<file path="src/rtl/split_sum_recover_pkg.sv">
// Shared types for the split-sum recovery stage: word width, FSM states, word type.
package e8_pkg;
  localparam int W = 12;

  typedef enum logic [1:0] {IDLE, LO, HI, DONE} rec_state_t;
  typedef logic [W-1:0] word_t;
endpackage

</file>
<file path="src/rtl/split_sum_recover_if.sv">
// Request/response handshake bundle between the split-sum producer and the recovery stage.
interface split_sum_recover_if;
  import e8_pkg::*;

  logic  in_valid;
  logic  in_ready;
  word_t in_a;
  word_t in_b;
  word_t in_y;
  logic  out_valid;
  logic  out_ready;
  word_t out_x;
  logic  out_err;

  modport master (
    output in_valid, in_a, in_b, in_y, out_ready,
    input  in_ready, out_valid, out_x, out_err
  );

  modport slave (
    input  in_valid, in_a, in_b, in_y, out_ready,
    output in_ready, out_valid, out_x, out_err
  );
endinterface

</file>
<file path="src/rtl/split_sum_recover_borrow_stage.sv">
// One (W+1)-bit subtract-with-borrow step, shared by the low and high halves.
module sub_borrow_stage
  import e8_pkg::*;
(
  input  word_t        a,
  input  word_t        b,
  input  logic         bin,
  output logic [W:0]   diff,
  output logic         bout
);
  assign diff = {1'b0, a} - {1'b0, b} - {{W{1'b0}}, bin};
  assign bout = diff[W];
endmodule

</file>
<file path="src/rtl/split_sum_recover.sv">
// Recovers x = {a,b} - y over two cycles (low half, then high half with borrow)
// and flags results that fall outside 0..2^W-1.
module split_sum_recover
  import e8_pkg::*;
(
  input logic                clk,
  input logic                rst,
  split_sum_recover_if.slave bus
);
  rec_state_t state, state_nxt;

  word_t      a_q, b_q, y_q, x_q;
  logic       borrow_q, err_q;

  word_t      op_a, op_b;
  logic       op_bin;
  logic [W:0] diff;
  logic       bout;

  // Single subtractor: LO computes b - y, HI computes a - borrow.
  assign op_a   = (state == HI) ? a_q : b_q;
  assign op_b   = (state == HI) ? '0  : y_q;
  assign op_bin = (state == HI) ? borrow_q : 1'b0;

  sub_borrow_stage u_stage (
    .a    (op_a),
    .b    (op_b),
    .bin  (op_bin),
    .diff (diff),
    .bout (bout)
  );

  always_ff @(posedge clk or posedge rst) begin
    if (rst) state <= IDLE;
    else     state <= state_nxt;
  end

  always_comb begin
    state_nxt = state;
    case (state)
      IDLE: if (bus.in_valid) state_nxt = LO;
      LO:   state_nxt = HI;
      HI:   state_nxt = DONE;
      DONE: if (bus.out_ready) state_nxt = IDLE;
    endcase
  end

  always_comb begin
    bus.in_ready  = (state == IDLE);
    bus.out_valid = (state == DONE);
  end

  always_ff @(posedge clk or posedge rst) begin
    if (rst) begin
      a_q      <= '0;
      b_q      <= '0;
      y_q      <= '0;
      borrow_q <= 1'b0;
      x_q      <= '0;
      err_q    <= 1'b0;
    end else begin
      case (state)
        IDLE: if (bus.in_valid) begin
          a_q <= bus.in_a;
          b_q <= bus.in_b;
          y_q <= bus.in_y;
        end
        LO: begin
          x_q      <= diff[W-1:0];
          borrow_q <= bout;
        end
        // Any nonzero high part means s < y (wrapped) or x >= 2^W.
        HI:   err_q <= |diff;
        DONE: ;
      endcase
    end
  end

  assign bus.out_x   = x_q;
  assign bus.out_err = err_q;
endmodule

</file>
<file path="src/flat_wrapper.sv">
// flat-port wrapper written by rule: the top's interface ports become plain ports
module split_sum_recover_flat import e8_pkg::*;
  (clk, rst, bus_in_valid, bus_in_a, bus_in_b, bus_in_y, bus_out_ready, bus_in_ready, bus_out_valid, bus_out_x, bus_out_err);
  split_sum_recover_if bus_i ();
  input logic clk;
  input logic rst;
  input wire logic [$bits(bus_i.in_valid)-1:0] bus_in_valid;
  input wire logic [$bits(bus_i.in_a)-1:0] bus_in_a;
  input wire logic [$bits(bus_i.in_b)-1:0] bus_in_b;
  input wire logic [$bits(bus_i.in_y)-1:0] bus_in_y;
  input wire logic [$bits(bus_i.out_ready)-1:0] bus_out_ready;
  output wire logic [$bits(bus_i.in_ready)-1:0] bus_in_ready;
  output wire logic [$bits(bus_i.out_valid)-1:0] bus_out_valid;
  output wire logic [$bits(bus_i.out_x)-1:0] bus_out_x;
  output wire logic [$bits(bus_i.out_err)-1:0] bus_out_err;
  assign bus_i.in_valid = bus_in_valid;
  assign bus_i.in_a = bus_in_a;
  assign bus_i.in_b = bus_in_b;
  assign bus_i.in_y = bus_in_y;
  assign bus_i.out_ready = bus_out_ready;
  assign bus_in_ready = bus_i.in_ready;
  assign bus_out_valid = bus_i.out_valid;
  assign bus_out_x = bus_i.out_x;
  assign bus_out_err = bus_i.out_err;
  split_sum_recover u_core (.clk(clk), .rst(rst), .bus(bus_i));
endmodule
</file>
<file path="config.mk">
export PLATFORM = sky130hd
export DESIGN_NAME = split_sum_recover_flat
export DESIGN_NICKNAME = d
export VERILOG_FILES = /design/src/rtl/split_sum_recover_pkg.sv /design/src/rtl/split_sum_recover_if.sv /design/src/rtl/split_sum_recover_borrow_stage.sv /design/src/rtl/split_sum_recover.sv /design/src/flat_wrapper.sv
export SDC_FILE = /design/constraint.sdc
export NUM_CORES = 1
export LEC_CHECK = 0
export ABC_AREA = 1
export BUFFER_PORTS_ARGS = -buffer_cell sky130_fd_sc_hd__buf_2
export CORE_MARGIN = 8
export CORE_UTILIZATION = 55
export CTS_CLUSTER_DIAMETER = 100
export DETAILED_ROUTE_END_ITERATION = 10
export GPL_ROUTABILITY_DRIVEN = 1
export GPL_TIMING_DRIVEN = 0
export MAX_ROUTING_LAYER = met4
export PLACE_DENSITY = 0.79
export SLEW_MARGIN = 20
export SYNTH_ARGS = -nofsm -noshare
export SYNTH_HDL_FRONTEND = slang
export SYNTH_SLANG_ARGS = --single-unit
</file>
<file path="constraint.sdc">
create_clock -name clk -period 5.41 [get_ports clk]
set_clock_uncertainty 0.15 [all_clocks]
set_input_delay 0.541 -clock clk [delete_from_list [all_inputs] [get_ports clk]]
set_output_delay 0.541 -clock clk [all_outputs]
set_load 0.01 [all_outputs]
</file>
Word level (Yosys, flattened, before mapping). Index checks and enable logic that the tools add are counted.

Output and inout bits: 15. Register bits after elaboration: 52. Word-level logic and storage cells: 24. Bits of input ports: 40.

Multiplexer cells: 6. Add/sub/neg operators: 2. Reductions and logical operators: 4. Equal/unequal tests: 5.

Operator list (count): 12-bit two-way mux (2); 13-bit OR reduction (1); 12-bit by 12-bit subtractor with 13-bit output (1); 13-bit by 1-bit subtractor with 13-bit output (1); 2-bit one-hot mux with 4 select lines (1); 2-bit == test, second input constant (2); 2-bit two-way mux (2); 2-bit != test, second input constant (2); 2-bit AND reduction (2); 2-bit by 1-bit == test with 1-bit output, second input constant (1); 2-bit zero test (1); 1-bit two-way mux (1).

Depth between registers and ports, before layout.
Depth after elaboration: 5. Gate-level depth with buffers: 23.

By module. A second synthesis with hierarchy kept.

Cells, all modules: 406. Area total of the unflattened synthesis: 3318.2 µm².

Modules (own cells, without submodules): split_sum_recover (sequential area each 1301.2 µm², times used 1, cells each 234, area each 2354.8 µm²); sub_borrow_stage (sequential area each 0.0 µm², times used 1, cells each 172, area each 963.4 µm²).

Worst setup path after synthesis. No wires, ideal clock.

Path kind: register to register. From: register u_core.state[0]. To: register u_core.err_q (netlist: u_core.bus.out_err). Library setup time: 117 ps. Slack: 2519 ps. Data arrival time: 2624 ps. Path buffers: 2. Cell stages (with the launch flop): 23. Cell sequence: dfrtp_1 > inv_1 > ha_1 > buf_6 > clkbuf_1 > nand2_1 > o21ai_0 > ha_1 > inv_1 > nand2_1 > fa_1 > inv_1 > nand2_2 > nand2_2 > nand2_2 > nand3_1 > nand2_1 > nand2_1 > nand2_1 > nor2_1 > nand3_1 > nor2_1 > nor2_1.

Cells in the longest elaborated chain, start to end: 5. Elaborated cells between the ends (all ways): 7. Those cells by class: add/sub: 2; eq/ne: 1; mux: 3; reduce/logical: 1.

RTL lines: from (decl) (RTL line split_sum_recover.sv:10) `rec_state_t state, state_nxt;`; from (signal assigned) (RTL line split_sum_recover.sv:35) `else state <= state_nxt;`; 2-bit == test *; 12-bit two-way mux, on equally long branches (RTL line split_sum_recover.sv:21, split_sum_recover.sv:22); 12-bit by 12-bit subtractor with 13-bit output (RTL line split_sum_recover_borrow_stage.sv:11) `assign diff = {1'b0, a} - {1'b0, b} - {{W{1'b0}}, bin};`; 13-bit by 1-bit subtractor with 13-bit output (RTL line split_sum_recover_borrow_stage.sv:11); 13-bit OR reduction (RTL line split_sum_recover.sv:73) `HI: err_q <= |diff;`; to (signal assigned) (RTL line split_sum_recover.sv:73); to (decl) (RTL line split_sum_recover.sv:13) `logic borrow_q, err_q;`.

Every way passes the cells marked *; elsewhere a longest branch is shown, timed or not. A chain may end at the register's enable or synchronous reset.

Final worst setup path. Same ends and word-level chain as after synthesis.

==> summary.txt <==
Die
  – CORE AREA: 5510 µm²
  – Chip height: 91.3 µm
  – IO Count: 55
  – Die X-Extent: 91.3 µm
  – Initial core utilization: 56.6%
  – Std cell rows: 27
  – Total Die Area: 8330 µm²

Critical path
  – R2R Path End: u_core.bus.out_err$_DFFE_PP0P_
  – Critical path type: flip-flop to flip-flop
  – Startpoint types: flip-flop
  – Flop2flop setup slack: 2030 ps
  – WP data arrival: 3430 ps
  – Crit end category: flip-flop
  – Worst endpoint required time: 5460 ps
  – Worst-path maximum fanout: 10
  – Reg2Reg Launch Point: u_core.state[0]$_DFFE_PP0P_
  – R2r worst-path depth: 22

GRT
  – Number of global-route vias before repair: 2694
  – GRT Util Overall: 17.2%
  – First-pass GRT wire length: 11700 µm
  – Initial antenna violation count: 0
  – Largest net degree at the start of global routing: 32
  – GR Overflow Total: 0

Synthesis
  – Area share of fa/ha/maj cells after synthesis: 10.7%
  – Simple-gate portion of the synthesized area: 22.0%
  – Predominant post-synthesis flop cell: dfrtp_1
  – Largest family of logic cells by synthesized area: simple AND/OR/NAND/NOR gates
  – Sequential area share after synthesis: 41.7%
  – Compound-Gate Fraction of Synth Area: 9.35%
  – Syn Nets: 464
  – Syn Std Cell Area: 3120 µm²
  – Flop and latch count out of synthesis: 52
  – Post-synth EDFFs: 0
  – XOR/XNOR Fraction of Synth Area: 0%
  – Syn Inst Count: 398
  – Synth Warn #: 0
  – Post-Syn Area per Cell: 7.83 µm²
  – Library cells used by synthesis: 25
  – Mux cell area share after synthesis: 5.42%
  – Ys async rst share: 100%

Timing
  – Tmin final: 3380 ps
  – Final Hold Vio Count: 0
  – Crit share post-route: 62.5%
  – Worst Tran Pin Value: 529 ps
  – Min Hold Slack: 92.0 ps
  – Final Max Tran Viols: 0
  – Max_slew headroom: 64.7%
  – Max Freq: 0.296 GHz
  – RSZ-0062 raised after global routing: false
  – Final setup viols: 0
  – Setup_tns: 0 ps

Clock tree
  – TritonCTS Buffers: 5
  – CTS sink count: 52
  – Clk_lat worst skew: 300 ps
  – CTS root buf: clkbuf_8
  – Post-CTS sizing: 0
  – Clk buf depth: 2
  – Post-CTS setup repair buffer count: 0
  – H-tree Lvls: 2
  – CTS tree: yes
  – Clock slew seen by the registers of the worst setup and hold paths: 90 ps
  – Hold Buf Count CTS: 0

Cells and area
  – Commonest non-fill, non-tap cell in the layout: nand2_1
  – Post-layout util: 65.9%
  – Most frequent cells in the layout: nand2_1 (81), inv_1 (71), buf_2 (56)
  – N_diodes: 0
  – Nets@finish: 526
  – Post-route design area: 3630 µm²
  – Synthesis-to-layout area growth: 16.3%
  – Layout cell share with drive strength beyond 1: 20.9%

Routing
  – Final routed DRC violation total: 0
  – Detail Route Antenna Nets: 0
  – Vias per cell: 4.95
  – Initial DRC count: 118
  – WL/cell: 12.5 µm
  – First-pass DRT Iterations: 4
  – Vias: 2631
  – WL final: 6650 µm

Flow run
  – Number of max-cap violations: 0

Placement
  – Placed cell area: 3500 µm²
  – Port Buffers: 54
  – DP HPWL: 5360 µm
  – Routability Congestion: 0.889

Run status
  – Status: complete, no violations

Hold path
  – Hold crit path type: input port to asynchronous set/reset pin
-- critical path, cell delays in order (launching register included) --
cell and delay (ps):
dfrtp_1 390, inv_1 90, ha_1 230, buf_6 160
clkbuf_1 240, nand2_1 130, o21ai_0 100, ha_1 200
inv_1 50, nand2_1 80, fa_1 460, inv_1 100
nand2_2 70, nand2_2 80, nand2_2 70, nand2_1 90
nand3_1 70, nor2_1 110, nand3_1 70, nor2_1 100
nand3_1 90, nor2_1 100, nor2_1 50
-- flip-flops by register name (all words and copies together) (netlist names) --
signal and count:
u_core.b_q 12, u_core.bus.out_x 12, u_core.a_q 12, u_core.borrow_q 1, u_core.y_q 12, u_core.state 2
u_core.bus.out_err 1
-- Yosys cell counts, types with 3 or more instances --
cell	n	area (µm²)
ha_1	25	313
o21ai_0	17	85.1
nand3_1	15	75.1
inv_2	3	11.3
dfrtp_1	52	1300
mux2_2	15	169
nand2_1	81	304
a31oi_1	6	37.5
nand2_2	7	43.8
nor2_1	49	184
clkbuf_1	9	33.8
a21oi_1	30	150
inv_1	72	270
-- cells by family (layout without fill, tap and decap cells) --
group	Yosys count	in the layout
simple gates	162	162
buf+inv	87	149
compound gates	56	56
flops	52	52
fa+ha+maj	26	26
mux	15	15
-- per-layer routing --
layer	part of all wire [%]	routed length, µm	track usage, %	vias up
met1	47	3120	19.9	1213
li1	-	-	-	1362
met4	0.77	51	4.37	0
met2	49	3260	29.6	52
met5	0	0	-	-
met3	3.3	219	3.54	4
-- stage by stage --
stage | std cells | setup WS, ps
detailed placement | 525 | 2070
floorplan | 398 | 2520
global route | 532 | 1710
global placement | 524 | 2150
finish | 532 | 2030
CTS | 532 | 2050
-- final cells by class --
| cell class | count | area (µm²) |
|---|---|---|
| plain buffers | 12 | 55.1 |
| multi-input cells | 259 | 1480 |
| well taps | 72 | 90.1 |
| flip-flops and latches | 52 | 1300 |
| clock buffers | 5 | 68.8 |
| inverters | 75 | 282 |
| repair buffers | 55 | 290 |
| clock inverters | 2 | 60.1 |
| fillers | 483 | 1880 |
-- worst max path at each step --
stage                                      from                        endpoint  slack [ps]
floorplan           u_core.state[0]$_DFFE_PP0P_  u_core.bus.out_err$_DFFE_PP0P_        2520
global placement    u_core.state[0]$_DFFE_PP0P_  u_core.bus.out_err$_DFFE_PP0P_        2150
detailed placement  u_core.state[0]$_DFFE_PP0P_  u_core.bus.out_err$_DFFE_PP0P_        2070
CTS                 u_core.state[0]$_DFFE_PP0P_  u_core.bus.out_err$_DFFE_PP0P_        2050
finish              u_core.state[0]$_DFFE_PP0P_  u_core.bus.out_err$_DFFE_PP0P_        2030
global route        u_core.state[0]$_DFFE_PP0P_  u_core.bus.out_err$_DFFE_PP0P_        1710
Power is not shown: default switching activity piles up to over one toggle a cycle in this logic, so the estimate is an artifact.
